--- src/rtl/online_otf_converter.sv ---
// online_otf_converter: digit-serial on-the-fly conversion of a borrow-save
// online word (MSD first) into a two's-complement integer using the Q/QM
// register pair. One word is in flight at a time.
//
// Handshake rule (both ports): a transfer happens on a rising clk edge where
// valid and ready are both high. The producer holds its data and keeps valid
// high until that edge. Ready never depends combinationally on valid.
module online_otf_converter #(
  parameter  int DIGITS = 20,
  localparam int WL_IN  = 2 * DIGITS,
  localparam int WL_OUT = DIGITS + 1
) (
  input  logic              clk,
  input  logic              rst,
  input  logic              enable,
  input  logic [WL_IN-1:0]  din,
  input  logic              in_valid,
  output logic              in_ready,
  output logic [WL_OUT-1:0] dout,
  output logic              out_valid,
  input  logic              out_ready,
  output logic              busy,
  output logic [1:0]        state_dbg
);

  localparam int CW = (DIGITS > 1) ? $clog2(DIGITS) : 1;
  localparam logic [CW-1:0] LAST = CW'(DIGITS - 1);

  typedef enum logic [1:0] {
    IDLE = 2'd0,
    CONV = 2'd1,
    HOLD = 2'd2
  } state_t;

  state_t             state, state_nxt;
  logic [WL_IN-1:0]   sr, sr_nxt;
  logic [WL_OUT-1:0]  q, q_nxt;
  logic [WL_OUT-1:0]  qm, qm_nxt;
  logic [CW-1:0]      cnt, cnt_nxt;
  logic [WL_OUT-1:0]  dout_nxt;
  logic [1:0]         digit;

  // Current digit is always the top two bits of the shift register.
  assign digit = sr[WL_IN-1 -: 2];

  // Outputs decoded from registered state.
  assign in_ready  = (state == IDLE);
  assign busy      = (state != IDLE);
  assign state_dbg = state;

  // Next-state and datapath update. QM tracks Q-1 so a -1 digit can pick
  // its new Q from QM instead of propagating a borrow.
  always_comb begin
    state_nxt = state;
    sr_nxt    = sr;
    q_nxt     = q;
    qm_nxt    = qm;
    cnt_nxt   = cnt;
    dout_nxt  = dout;
    case (state)
      IDLE: begin
        if (in_valid) begin
          sr_nxt    = din;
          q_nxt     = '0;
          qm_nxt    = '1;
          cnt_nxt   = '0;
          state_nxt = CONV;
        end
      end
      CONV: begin
        if (enable) begin
          case (digit)
            2'b10: begin  // +1
              q_nxt  = {q[WL_OUT-2:0], 1'b1};
              qm_nxt = {q[WL_OUT-2:0], 1'b0};
            end
            2'b01: begin  // -1
              q_nxt  = {qm[WL_OUT-2:0], 1'b1};
              qm_nxt = {qm[WL_OUT-2:0], 1'b0};
            end
            default: begin  // 0 (00 or 11)
              q_nxt  = {q[WL_OUT-2:0], 1'b0};
              qm_nxt = {qm[WL_OUT-2:0], 1'b1};
            end
          endcase
          sr_nxt  = {sr[WL_IN-3:0], 2'b00};
          cnt_nxt = cnt + CW'(1);
          if (cnt == LAST) begin
            dout_nxt  = q_nxt;
            state_nxt = HOLD;
          end
        end
      end
      HOLD: begin
        if (out_ready) state_nxt = IDLE;
      end
      default: state_nxt = IDLE;
    endcase
  end

  // State and datapath registers with synchronous reset.
  always_ff @(posedge clk) begin
    if (rst) begin
      state     <= IDLE;
      sr        <= '0;
      q         <= '0;
      qm        <= '1;
      cnt       <= '0;
      dout      <= '0;
      out_valid <= 1'b0;
    end else begin
      state     <= state_nxt;
      sr        <= sr_nxt;
      q         <= q_nxt;
      qm        <= qm_nxt;
      cnt       <= cnt_nxt;
      dout      <= dout_nxt;
      out_valid <= (state_nxt == HOLD);
    end
  end

endmodule

--- config.mk ---
export PLATFORM = sky130hd
export DESIGN_NAME = online_otf_converter
export DESIGN_NICKNAME = d
export VERILOG_FILES = /design/src/rtl/online_otf_converter.sv
export SDC_FILE = /design/constraint.sdc
export NUM_CORES = 1
export LEC_CHECK = 0
export BUFFER_PORTS_ARGS = -buffer_cell sky130_fd_sc_hd__buf_2
export CORE_ASPECT_RATIO = 2
export CORE_MARGIN = 5
export CORE_UTILIZATION = 57
export CTS_CLUSTER_SIZE = 10
export DETAILED_ROUTE_END_ITERATION = 6
export HOLD_SLACK_MARGIN = 0.12
export PLACE_DENSITY = 0.76
export SLEW_MARGIN = 25
export SYNTH_ARGS = -nofsm -noshare
export SYNTH_HDL_FRONTEND = slang
export SYNTH_SLANG_ARGS = --single-unit
--- constraint.sdc ---
create_clock -name clk -period 2.4 [get_ports clk]
set_clock_uncertainty 0.05 [all_clocks]
set_input_delay 0.24 -clock clk [delete_from_list [all_inputs] [get_ports clk]]
set_output_delay 0.24 -clock clk [all_outputs]
set_load 0.005 [all_outputs]
==> results.txt <==
The via count is 4373. Max-cap violations in this run came to 0. At the pin with the least slew margin, the transition time is 712 ps. For the setup slack of the critical path after layout, the log shows 285 ps. The biggest area contributor in the post-synthesis netlist is sky130_fd_sc_hd__dfxtp_1. Setup repair after global routing left no endpoint under its margin. The via density per instance is 6.47.

TritonCTS built the clock tree. Wires add up to 12.1 mm. Clock latency on the worst-skew pair, taken at its later pin, is 340 ps. The initial antenna violation count is 0.

The worst register-to-register path has a depth of 5. The run gives 4060 µW as the total power of the final layout. Counting flops with a built-in enable in the synthesized netlist gives 0. The clock period minus worst slack was 2120 ps.

The average size of a mapped cell is 9.28 µm². Buffers added to address setup during post-CTS repair amount to 0. The sequential element share of the synthesized area is 43.7%. STA classifies the critical path endpoint as a register. The run gives 43 as the number of distinct library cells after synthesis. The number of warnings issued by yosys is 0. The number of cells traversed by the worst hold path is 3.

Measured against its own limit, the worst slew margin works out to 52.5%. Dominant synthesized flop cell: sky130_fd_sc_hd__dfxtp_1. The run gives 0.580 mV as the worst vdd rail ir drop. Leaving out fill and tap cells, the most frequent cells in the layout are 109 x sky130_fd_sc_hd__dfxtp_1, 70 x sky130_fd_sc_hd__buf_2, 66 x sky130_fd_sc_hd__a21oi_1.

The number of synthesized register bits is 109. Counting flops with an async set or reset pin after synthesis yields a share of 0%. The first global-routing pass estimated 20.2 mm of wire.

The number of port buffers works out to 70. The classification of the worst-slack hold path was input pin to register. Dividing the detail-routed wire length by the instance count gives 17.9 µm. Number of diodes: 0. The final period utilization was 88.1%. The minimum setup slack after placement is 318 ps, and the proportion of netlist area held by the largest area contributor is 43.7%. The post-route netlist has 22.7% of its cells at a drive strength greater than 1. Synthesis produced a netlist with a net count of 586. Among cell families on the critical path, the largest total delay comes from simple AND/OR/NAND/NOR gates. In this run the clock root is driven by a sky130_fd_sc_hd__clkbuf_16. Across every metal layer, demand over resource in global routing totals 22.2%. For the final routed database, the setup TNS stands at 0 ps. The flow ran to the end, and the final reports show no timing, DRC or antenna violations.

The count of buffering cells on the critical path with inverters included works out to 1. By area the synthesized netlist is led by sky130_fd_sc_hd__dfxtp_1 44%, sky130_fd_sc_hd__a21oi_1 6.6%, sky130_fd_sc_hd__mux2i_1 3.8%. The slowest stage of the critical path belongs to the cell sky130_fd_sc_hd__or2_1. Leftover overflow at the end of global routing: 0. The worst setup path is launched from a register. The worst setup slack for register-to-register paths is 280 ps.

The initial core utilization is 58.1%. Setup violations remaining at the end of the flow were counted as 0. The tools report the hold violation total from the final report as 0. Routability-driven placement finished with a final weighted congestion of 0.814. The most frequent standard cell in the layout excluding fill and tap cells was sky130_fd_sc_hd__dfxtp_1. For this run, the top clock speed supported by timing is 473 MHz. The worst register-to-register path begins at sr[38]. For the signal arrival time at the worst endpoint, the log shows 2250 ps. The path with the worst hold slack has its endpoint at sr[19]. The logs give 0 for the antenna violation net count after detailed routing and 71 for the count of boundary I/O pins.

Compared with the post-synthesis result, the final layout area differs by 12.5%. The tools report the start point of the worst min-delay path as din[19]. The static leakage was 0.00203 µW. By startpoint and endpoint, the worst setup path is classified as register to register. Walking the worst path, the cells encountered are inv_1, ha_1, or2_1, a221oi_1, o21ai_0. On the worst path, the slowest cell contributes a delay of 560 ps.

The count of standard-cell rows came out at 48. After synthesis the cells add up to 4990 µm². The total power density per cell area was 723 nW/µm²; the max-slew violation count was 0.

At the worst endpoint, the required time is 2530 ps. The first routing iteration left 393 violations. In the routed design, unresolved DRC markers number 0. For the number of levels in the clock H-tree, the log shows 3. The region available for standard cell placement spans 8590 µm². The number of global-route vias before repair was 4282. Die height: 142 µm. The logs give 7.65 mm for the half-perimeter wire length of the detailed placement result and 726 for the count of fill cells added during filler insertion.

In this run the deepest clock path goes through 2 buffers. Along the worst path, the maximum fanout reaches 19. The tree built by TritonCTS fans out to 109 sinks. The tools report the die area as 10800 µm². The end of the worst register-to-register path was qm[4]. TritonCTS created 9 clock buffers. The synthesized netlist cell count was 538. Clock-pin slew was measured on the worst setup and hold paths at 70 ps. Entering global routing, the biggest net connects 61 pins.

Final net count: 619. The first detailed-routing pass took 5 iterations. The x dimension of the die works out to 76.2 µm.
## metrics by stage
step                cells  util [%]  hold slack, ps  cell area, µm²
finish                676      65.4             141            5610
global route          676      65.4             152            5610
CTS                   675      65.3             122            5600
detailed placement    658      61.3             404            5270
global placement      658      61.3             401            5270
floorplan             538         -             326            4990
## synthesized netlist by cell type, types with 2 or more instances
cell	n
sky130_fd_sc_hd__mux2i_1	19
sky130_fd_sc_hd__o21ai_0	29
sky130_fd_sc_hd__a211oi_2	2
sky130_fd_sc_hd__a21oi_1	66
sky130_fd_sc_hd__a221oi_1	19
sky130_fd_sc_hd__nand3_2	19
sky130_fd_sc_hd__nor3_1	35
sky130_fd_sc_hd__o21ai_1	10
sky130_fd_sc_hd__nor2_1	3
sky130_fd_sc_hd__buf_6	8
sky130_fd_sc_hd__buf_2	24
sky130_fd_sc_hd__nand3b_1	19
sky130_fd_sc_hd__or2_2	2
sky130_fd_sc_hd__a311oi_1	19
sky130_fd_sc_hd__a22oi_1	23
sky130_fd_sc_hd__nand2_1	4
sky130_fd_sc_hd__inv_1	5
sky130_fd_sc_hd__a21o_1	20
sky130_fd_sc_hd__nand2b_1	2
sky130_fd_sc_hd__clkbuf_1	22
sky130_fd_sc_hd__or3_1	2
sky130_fd_sc_hd__ha_1	3
sky130_fd_sc_hd__dfxtp_1	109
sky130_fd_sc_hd__buf_4	6
sky130_fd_sc_hd__buf_1	5
sky130_fd_sc_hd__a211oi_1	18
sky130_fd_sc_hd__nand3_1	29
## flip-flops by register name, summed over array words and instances, names as in the netlist
| register | count |
|---|---|
| state_dbg | 2 |
| dout | 21 |
| out_valid | 1 |
| q | 20 |
| sr | 40 |
| qm | 20 |
| cnt | 5 |
## layer usage
layer | vias to the layer above | routed length [µm] | GRT usage [%]
met4 | 0 | 257 | 10.5
met2 | 135 | 6410 | 38.6
li1 | 2107 | - | -
met5 | - | 0 | 0
met3 | 21 | 608 | 4.56
met1 | 2110 | 4810 | 25.7
## final cells by class
type	count	area, µm²	share of cell area, %
multi-input combinational	359	2440	43.5
sequential	109	2180	38.9
clock buffer	12	256	4.57
tap	100	125	2.23
inverter	5	18.8	0.334
clock inverter	4	70.1	1.25
timing repair buffer	87	520	9.27
## worst reg2reg max path: stages (launching register included)
cell	delay (ps)
sky130_fd_sc_hd__dfxtp_1	360
sky130_fd_sc_hd__inv_1	50
sky130_fd_sc_hd__ha_1	460
sky130_fd_sc_hd__or2_1	560
sky130_fd_sc_hd__a221oi_1	340
sky130_fd_sc_hd__o21ai_0	140
## logic make-up after synthesis
kind of cell,count (synthesis),share of synthesized area (%)
adder cells (fa/ha/maj),3,0.752
flip-flops,109,43.7
AND/OR/NAND/NOR,126,16.5
buffers and inverters,70,7.52
multiplexers,19,3.81
AO/OA/AOI/OAI,211,27.7
## where the power goes
part | internal [µW] | leakage, µW | total, µW | switching (µW)
sequential | 1880 | 0.000888 | 1930 | 51.1
clock | 968 | 0.000163 | 1600 | 630
combinational | 202 | 0.000976 | 529 | 327
total | 3050 | 0.00203 | 4060 | 1010
## how the worst max path moves through the flow
stage,from,end,slack (ps),depth (start not counted)
after floorplan,sr[38],qm[10],600,7
after global placement,sr[38],qm[19],410,5
after detailed placement,sr[38],qm[4],320,5
after CTS,sr[38],qm[4],300,5
after global routing,sr[38],qm[7],140,5
final,sr[38],qm[4],280,5
## timing repair
item / CTS / global route
hold endpoints to repair: 1 / 1
endpoints found under the setup margin: 0 / 0
gates resized for setup: 0 / 0
hold buffers: 1 / 1
Power figures use the tool's default switching activity.
